$ cat src/rtl/pc_gen_btb.sv
// pc_gen_btb: fetch PC generator with a direct-mapped BTB of 2-bit saturating counters.
// Priority: reset/debug reset, jump, hold, predicted target, sequential +4.
module pc_gen_btb #(
    parameter int              ADDR_W        = 32,
    parameter int              BTB_DEPTH     = 8,
    parameter logic [ADDR_W-1:0] RESET_ADDR  = '0,
    parameter int              HOLD_W        = 3,
    parameter int              HOLD_PC_LEVEL = 1
) (
    input  logic              clk,
    input  logic              rst,
    input  logic              jtag_reset_flag_i,
    input  logic              jump_flag_i,
    input  logic [ADDR_W-1:0] jump_addr_i,
    input  logic [HOLD_W-1:0] hold_flag_i,
    input  logic              upd_valid_i,
    input  logic [ADDR_W-1:0] upd_pc_i,
    input  logic [ADDR_W-1:0] upd_target_i,
    input  logic              upd_taken_i,
    output logic [ADDR_W-1:0] pc_o,
    output logic              pred_taken_o,
    output logic [ADDR_W-1:0] pred_target_o
);
    localparam int IDX_W = $clog2(BTB_DEPTH);
    localparam int TAG_W = ADDR_W - IDX_W - 2;

    logic [ADDR_W-1:0]    pc_q, pc_d;
    logic [BTB_DEPTH-1:0] valid_q;
    logic [TAG_W-1:0]     tag_q    [BTB_DEPTH];
    logic [ADDR_W-1:0]    target_q [BTB_DEPTH];
    logic [1:0]           ctr_q    [BTB_DEPTH];

    logic [IDX_W-1:0] pc_idx, u_idx;
    logic [TAG_W-1:0] pc_tag, u_tag;
    logic             pc_hit, u_hit, upd_we;
    logic [1:0]       u_ctr, ctr_d;
    logic             unused;

    assign pc_idx = pc_q[IDX_W+1:2];
    assign pc_tag = pc_q[ADDR_W-1:IDX_W+2];
    assign u_idx  = upd_pc_i[IDX_W+1:2];
    assign u_tag  = upd_pc_i[ADDR_W-1:IDX_W+2];
    assign unused = ^upd_pc_i[1:0];

    always_comb begin
        pc_hit        = valid_q[pc_idx] && tag_q[pc_idx] == pc_tag;
        pred_taken_o  = pc_hit && ctr_q[pc_idx][1];
        pred_target_o = pred_taken_o ? target_q[pc_idx] : '0;
        u_hit         = valid_q[u_idx] && tag_q[u_idx] == u_tag;
        u_ctr         = ctr_q[u_idx];
        // A taken miss allocates weakly taken; a not-taken miss is ignored.
        ctr_d         = !u_hit ? 2'd2 :
                        upd_taken_i ? (u_ctr == 2'd3 ? u_ctr : u_ctr + 2'd1) :
                        (u_ctr == 2'd0 ? u_ctr : u_ctr - 2'd1);
        upd_we        = upd_valid_i && (u_hit || upd_taken_i);
        pc_d          = jtag_reset_flag_i ? RESET_ADDR :
                        jump_flag_i ? jump_addr_i :
                        hold_flag_i >= HOLD_W'(HOLD_PC_LEVEL) ? pc_q :
                        pred_taken_o ? pred_target_o :
                        pc_q + ADDR_W'(4);
    end

    always_ff @(posedge clk) begin
        if (rst) begin
            pc_q    <= RESET_ADDR;
            valid_q <= '0;
        end else begin
            pc_q <= pc_d;
            if (upd_we) valid_q[u_idx] <= 1'b1;
        end
    end

    always_ff @(posedge clk) begin
        if (!rst && upd_we) begin
            tag_q[u_idx] <= u_tag;
            ctr_q[u_idx] <= ctr_d;
            if (upd_taken_i) target_q[u_idx] <= upd_target_i;
        end
    end

    assign pc_o = pc_q;
endmodule

$ cat config.mk
export PLATFORM = sky130hd
export DESIGN_NAME = pc_gen_btb
export DESIGN_NICKNAME = d
export VERILOG_FILES = /design/src/rtl/pc_gen_btb.sv
export SDC_FILE = /design/constraint.sdc
export NUM_CORES = 1
export LEC_CHECK = 0
export BUFFER_PORTS_ARGS = -buffer_cell sky130_fd_sc_hd__buf_2
export CAP_MARGIN = 5
export CORE_MARGIN = 4
export CORE_UTILIZATION = 60
export CTS_CLUSTER_DIAMETER = 50
export DETAILED_ROUTE_END_ITERATION = 8
export PLACE_DENSITY = 0.78
export SYNTH_ARGS = -nofsm -noshare
export SYNTH_HDL_FRONTEND = slang
export SYNTH_SLANG_ARGS = --single-unit
$ cat constraint.sdc
create_clock -name clk -period 6.6 [get_ports clk]
set_input_delay 0.99 -clock clk [delete_from_list [all_inputs] [get_ports clk]]
set_output_delay 0.99 -clock clk [all_outputs]
set_load 0.01 [all_outputs]
==> summary.txt, run 1 <==
Outcome
  • Outcome: completed

Logic synthesis
  • Register area share after synthesis: 65.2%
  • FFs w/ async S/R, synth: 0%
  • Mapped Avg Cell Area: 16.4 µm²
  • Post-Syn Area: 23,800 µm²
  • Flop and latch count out of synthesis: 531
  • Post-Synthesis Cells: 1,449
  • Synth Net Count: 1,555
  • Netlist cell types: 61
  • EDFF count, synth: 488
  • Synth warn: 0
  • Main synth FF type: edfxtp_1

Clocking
  • Clk slew on worst S/H paths: 0.06 ns
  • CTS sink cnt: 531
  • CTS max path bufs: 3
  • Hold_buf cts: 0
  • PostCTS Resize Cnt: 0
  • Clk_lat worst skew: 0.63 ns
  • Postcts setup bufs: 0
  • H-tree depth: 2
  • CTS root buf: clkbuf_16
  • TritonCTS Buffers: 55
  • Clock tree from TritonCTS: yes

Critical path
  • Cells along the critical path: buf_4 > mux2_2 > o22ai_1 > nor3_1 > nor3_1 > and4_1 > nand4_4 > nor2b_1 > buf_2
  • CP Capture Type: primary output
  • Reg-to-Reg End: pc_o[28]
  • Most used cell along the critical path: nor3_1
  • Worst R2R Setup Slack: 1.84 ns
  • Crit-path leading delay family: simple AND/OR/NAND/NOR gates
  • Startpoint types: register
  • Req. time, crit path: 5.61 ns
  • CP Max Fanout: 50
  • FF-to-FF path depth: 10
  • Buf/Inv on CP: 2
  • Arrival @ worst endpoint: 4.85 ns
  • Slowest stage delay, CP: 0.85 ns
  • WS Path Type: register to primary output
  • Max stage delay cell, worst path: dfxtp_4

STA
  • Endpoints failing setup: 0
  • Hold Slack: 0.501 ns
  • Fin Clk Skew: 0.0503 ns
  • RSZ-0062 raised after global routing: no
  • Slew headroom: 16.4%
  • Tcrit/Tclk final: 88.4%
  • Final Hold Vio Count: 0
  • Tightest Pin Transition: 1.25 ns
  • Setup TNS: 0 ns
  • Slew Viols, Final: 0
  • Fmax: 171 MHz
  • Tmin final: 5.84 ns

Drt
  • DRT iter0 DRCs: 2,017
  • Drt drc: 0
  • Via count: 15,100
  • Vias/cell: 6.88
  • Post-route ant nets: 0
  • Wire per inst: 29.9 µm
  • Pre-Repair DR Iteration Count: 5
  • Final wirelength: 65,600 µm

Global route
  • Overflow after GRT: 0
  • Initial antenna violation count: 5
  • Global-route wire length before repair: 96,800 µm
  • All-layer global routing usage: 29.9%
  • Number of global-route vias before repair: 15,100
  • Largest net degree at the start of global routing: 51

Hold path
  • Hold/Removal Path Class: register to register
  • Hold Crit Start: valid_q[4]
  • WHS Endpoint: valid_q[4]
  • Hold depth: 1

Floorplanning
  • Die Wd: 207 µm
  • I/O Pins: 170
  • Core region area: 38,900 µm²
  • FP Rows: 72
  • Initial core utilization: 61.1%
  • Die footprint: 42,900 µm²
  • Die height: 207 µm

Job
  • MaxCap Viol Count: 0

Finish
  • Area Growth Syn to Fin: 14.4%
  • Commonest non-fill, non-tap cell in the layout: edfxtp_1
  • Nets: 1,738
  • Fraction of layout cells with a size suffix above 1: 32.2%
  • Highest-count cells in the layout ignoring fill and taps: edfxtp_1, buf_2, mux4_2
  • Util after Layout: 69.9%

Power
  • P_leak: 9.13 nW
  • Cell Pwr Density: 267 nW/µm²
  • Max VDD drop: 246 µV

Place
  • Input/output buffers: 167
  • GP Congestion: 0.949
  • HPWL after DPL: 41,400 µm
state kept, by name (all words and copies together), names as in the netlist, named ones only:
signal and cells:
pc_o 32, target_q 256, ctr_q 16, valid_q 8
tag_q 216
metrics by stage:
| step | cell area (µm²) | std cells | total power [W] | setup slack [ns] |
|---|---|---|---|---|
| after global placement | 25400 | 2093 | 0.00429 | 1.59 |
| after CTS | 27200 | 2194 | 0.00729 | 0.780 |
| after global routing | 27200 | 2194 | 0.00748 | 0.549 |
| after floorplan | 23800 | 1449 | 0.00410 | 0.770 |
| after detailed placement | 25400 | 2093 | 0.00430 | 1.46 |
| final | 27200 | 2196 | 0.00727 | 0.763 |
cell type report:
cell class	count	area [µm²]
diodes	2	5.00
clock buffers	66	1420
clock inverters	35	359
fillers	2508	11700
inverters	12	45.0
multi-input cells	817	7960
flip-flops and latches	531	15500
well taps	518	648
repair buffers	215	1250
report_power, final:
part / leakage [nW] / switching (W) / internal [W] / total, W
Clock: 0.859 / 0.00131 / 0.00171 / 0.00302
Combinational: 3.51 / 0.000295 / 0.000194 / 0.000489
Sequential: 4.76 / 0.0000435 / 0.00371 / 0.00376
layer usage:
layer | GRT usage (%) | vias up | share of wire [%]
met2 | 46.7 | 1064 | 47
met1 | 41.0 | 7557 | 36
li1 | - | 6288 | -
met4 | 10.9 | 8 | 3.8
met3 | 8.50 | 181 | 13
met5 | 0 | - | 0.087
synthesized netlist by cell type, drive strengths merged, types with 3 or more instances:
| cell type | instances | area (µm²) |
|---|---|---|
| a211oi | 11 | 87.6 |
| a21o | 7 | 52.6 |
| a21oi | 31 | 155 |
| a221o | 3 | 30.0 |
| a221oi | 21 | 184 |
| a22oi | 11 | 82.6 |
| and2 | 8 | 50.1 |
| and3 | 20 | 125 |
| and4 | 9 | 78.8 |
| buf | 48 | 256 |
| clkbuf | 41 | 154 |
| dfxtp | 43 | 861 |
| edfxtp | 488 | 14700 |
| inv | 11 | 41.3 |
| mux2 | 107 | 1210 |
| mux2i | 73 | 731 |
| mux4 | 114 | 2570 |
| nand2 | 40 | 150 |
| nand2b | 3 | 18.8 |
| nand3 | 21 | 105 |
| nand4 | 23 | 159 |
| nor2 | 55 | 206 |
| nor2b | 13 | 81.3 |
| nor3 | 21 | 105 |
| nor4 | 9 | 77.6 |
| o21ai | 38 | 190 |
| o22ai | 59 | 369 |
| o2bb2ai | 9 | 78.8 |
| o31ai | 4 | 30.0 |
| or3 | 19 | 119 |
| xnor2 | 22 | 193 |
| xor2 | 40 | 350 |
worst register-to-register path, stage by stage, from the launching register on:
cell and delay, ns:
dfxtp_4 0.85, buf_4 0.50, mux2_2 0.40, o22ai_1 0.26, nor3_1 0.09, nor3_1 0.50
and4_1 0.35, nand4_4 0.66, buf_4 0.56, mux2_4 0.33, a211oi_2 0.19
worst max-delay path by stage:
stage / startpoint / end / depth (start not counted)
after floorplan: upd_pc_i[3] / ctr_q[0][0] / 10
after global placement: upd_pc_i[2] / tag_q[2][26] / 11
after detailed placement: register / pred_target_o[11] / 9
after CTS: register / pred_target_o[11] / 9
after global routing: register / pred_target_o[11] / 9
final: register / pred_target_o[11] / 9
logic make-up (layout without fill, tap and decap cells):
kind of cell	count (synthesis)	after routing	share of synthesized area (%)
AO/OA/AOI/OAI	214	214	6.01
XOR/XNOR	62	62	2.28
adder cells (fa/ha/maj)	1	1	0.0526
AND/OR/NAND/NOR	246	246	5.54
flip-flops	531	531	65.2
buffers and inverters	101	328	1.92
multiplexers	294	294	19.0
other	0	2	0
No activity file was read; power rests on OpenSTA's default activity.
==> inputs of run 2 (changes only) <==
--- a/config.mk
+++ b/config.mk
@@ -10,6 +10,6 @@
 export CORE_MARGIN = 4
-export CORE_UTILIZATION = 60
+export CORE_UTILIZATION = 55
 export CTS_CLUSTER_DIAMETER = 50
 export DETAILED_ROUTE_END_ITERATION = 8
-export PLACE_DENSITY = 0.78
+export PLACE_DENSITY = 0.76
 export SYNTH_ARGS = -nofsm -noshare
==> constraint.sdc (replaced) <==
create_clock -name clk -period 4.8 [get_ports clk]
set_input_delay 0.48 -clock clk [delete_from_list [all_inputs] [get_ports clk]]
set_output_delay 0.48 -clock clk [all_outputs]
set_load 0.01 [all_outputs]
==> run 2 against run 1 <==
Against the previous run:
- cell area up 0.53%
- sequential power rose by 38%
- global-route usage decreased by 1.7 points
- clock skew down 0.022 ns
- total power grew 36%
- critical path depth grew 1
- utilization down 5.3 points
- register-to-register slack got worse by 0.85 ns
- sequential share of layout area is 0.30 points lower
==> summary.txt, run 2 (synthesis results as in run 1) <==
Place
  • Input/output buffers: 167 (unchanged)
  • Placed Instances: 2,162 (+3.3%)
  • GP Congestion: 0.926 (-2.4%)
  • HPWL after DPL: 42,900 µm (+3.5%)

Power
  • Final Power: 0.00989 W (+36%)
  • Clk pwr share: 40.9% (-0.7 points)
  • Internal power: 0.00765 W (+36%)
  • Reg power frac: 52.2% (+0.5 points)
  • Switching power of the nets: 0.00224 W (+36%)
  • Combinational share of power: 6.8% (about the same)
  • Switching share of power: 22.7% (-0.037 points)
  • Max VDD drop: 343 µV (+39%)
  • Cell Pwr Density: 362 nW/µm² (+35%)
  • P_leak: 9.16 nW (+0.34%)

Drt
  • Post-route ant nets: 0 (unchanged)
  • Via count: 15,000 (-0.76%)
  • Vias/cell: 6.60 (-4.0%)
  • Final wirelength: 66,800 µm (+1.8%)
  • DRT iter0 DRCs: 2,081 (+3.2%)
  • Drt drc: 0 (unchanged)
  • Pre-Repair DR Iteration Count: 6 (+1)
  • Wire per inst: 29.4 µm (-1.6%)

STA
  • Tmin final: 4.66 ns
  • Slew Viols, Final: 0 (unchanged)
  • Slew headroom: 16.1% (-0.35 points)
  • Tcrit/Tclk final: 97.1%
  • Endpoints failing setup: 0 (unchanged)
  • Tightest Pin Transition: 1.25 ns (+0.00203 ns)
  • RSZ-0062 raised after global routing: no
  • Fin Clk Skew: 0.0282 ns (-0.0221 ns)
  • Final Hold Vio Count: 0 (unchanged)
  • Fmax: 215 MHz
  • Hold Slack: 0.118 ns (-0.383 ns)

Outcome
  • Outcome: completed

Hold path
  • Hold depth: 3 (+2)
  • Hold/Removal Path Class: primary input to register
  • WHS Endpoint: pc_o[0]
  • Hold Crit Start: jump_addr_i[0]

Critical path
  • Cells along the critical path: buf_4 > mux2_2 > o22ai_1 > nor3_1 > nor3_1 > and4_1 > nand4_4 > buf_12 > nor2_1 > buf_2
  • Req. time, crit path: 4.32 ns (-1.29 ns)
  • Crit-path leading delay family: simple AND/OR/NAND/NOR gates
  • FF-to-FF path depth: 10 (unchanged)
  • CP Max Fanout: 63 (+26%)
  • CP Capture Type: primary output
  • Most used cell along the critical path: nor3_1
  • CP Depth: 10 (+1)
  • Slowest stage delay, CP: 0.63 ns (-0.22 ns)
  • Buf/Inv on CP: 3 (+1)
  • WS Path Type: register to primary output
  • Startpoint types: register
  • Arrival @ worst endpoint: 4.18 ns (-0.67 ns)
  • Reg-to-Reg End: pc_o[23]
  • Max stage delay cell, worst path: dfxtp_4
  • Worst R2R Setup Slack: 0.99 ns (-0.85 ns)

Floorplanning
  • Die height: 216 µm (+4.3%)
  • Die footprint: 46,600 µm² (+8.7%)
  • Core region area: 42,300 µm² (+8.7%)
  • FP Rows: 75 (+4.2%)
  • Die Wd: 216 µm (+4.3%)
  • I/O Pins: 170 (unchanged)
  • Initial core utilization: 56.2% (-4.9 points)

Finish
  • Util after Layout: 64.6% (-5.3 points)
  • Nets: 1,748 (+0.58%)
  • Max reg flops: 256 (unchanged)
  • Highest-count cells in the layout ignoring fill and taps: edfxtp_1, buf_2, mux4_2
  • Fraction of layout cells with a size suffix above 1: 32.5% (+0.32 points)
  • Largest Register: target_q
  • Post-route insts no fill: 2,271 (+3.4%)
  • Commonest non-fill, non-tap cell in the layout: edfxtp_1
  • Area Growth Syn to Fin: 15.0%

Clocking
  • TritonCTS Buffers: 54 (-1.8%)
  • Clk_lat worst skew: 0.61 ns (-0.02 ns)
  • H-tree depth: 2 (unchanged)
  • Hold_buf cts: 0 (unchanged)
  • CTS sink cnt: 531 (unchanged)
  • PostCTS Resize Cnt: 0 (unchanged)
  • Clock tree from TritonCTS: yes
  • CTS root buf: clkbuf_16
  • CTS max path bufs: 3 (unchanged)
  • Clk slew on worst S/H paths: 0.06 ns (about the same)

Global route
  • Overflow after GRT: 0 (unchanged)
  • Largest net degree at the start of global routing: 64 (+25%)
  • Number of global-route vias before repair: 15,100 (+0.0066%)
  • Initial antenna violation count: 5 (unchanged)
  • Global-route wire length before repair: 98,000 µm (+1.2%)
  • All-layer global routing usage: 28.2% (-1.7 points)

Job
  • MaxCap Viol Count: 0 (unchanged)
run 2: how the worst max path moves through the flow:
stage	start	endpoint	slack, ns
global route	register	pred_target_o[26]	0.08
finish	register	pred_target_o[8]	0.14
detailed placement	upd_pc_i[3]	tag_q[6][3]	0.45
floorplan	upd_pc_i[3]	ctr_q[0][0]	-0.52
global placement	upd_pc_i[3]	tag_q[6][26]	0.42
CTS	register	pred_target_o[26]	0.16
run 2: per-layer routing:
layer | GRT usage, % | wire length [µm] | share of wire (%) | vias up
met1 | 39.0 | 25400 | 38 | 7595
met4 | 8.06 | 1870 | 2.8 | 4
met5 | 0 | 20 | 0.030 | -
met2 | 44.4 | 31500 | 47 | 966
li1 | - | - | - | 6297
met3 | 8.27 | 8060 | 12 | 122
run 2: tightest hold or removal path: stages:
cell	delay (ns)
buf_2	0.08
nand3_1	0.06
o21ai_0	0.06
run 2: timing repair:
action | 4_1_cts | 5_1_grt
setup endpoints to repair | 0 | 3
buffers inserted | 0 | 1
endpoints found under the hold margin | 0 | 0
run 2: layout make-up:
type	count	area [µm²]
timing repair buffer	226	1390
multi-input combinational	817	7960
antenna	7	17.5
inverter	12	45.0
fill	2950	15000
clock buffer	74	1480
sequential	531	15500
tap	577	722
clock inverter	27	218
run 2: through the flow:
stage                     setup TNS (ns)  cell area (µm²)  setup WS (ns)
after floorplan                   -60.01            23800         -0.520
after global placement                 0            25600          0.418
after detailed placement               0            25600          0.453
after CTS                              0            27300          0.163
after global routing                   0            27300         0.0768
final                                  0            27300          0.141
run 2: power by group through the flow:
| stage | sequential [W] | combinational, W | clock [W] |
|---|---|---|---|
| 4_1_cts | 0.00516 | 0.000666 | 0.00407 |
| 5_1_grt | 0.00517 | 0.000717 | 0.00430 |
| 6_report | 0.00517 | 0.000675 | 0.00405 |
| 2_1_floorplan | 0.00524 | 0.000398 | 0 |
| 3_3_place_gp | 0.00526 | 0.000647 | 0 |
| 3_5_place_dp | 0.00526 | 0.000662 | 0 |
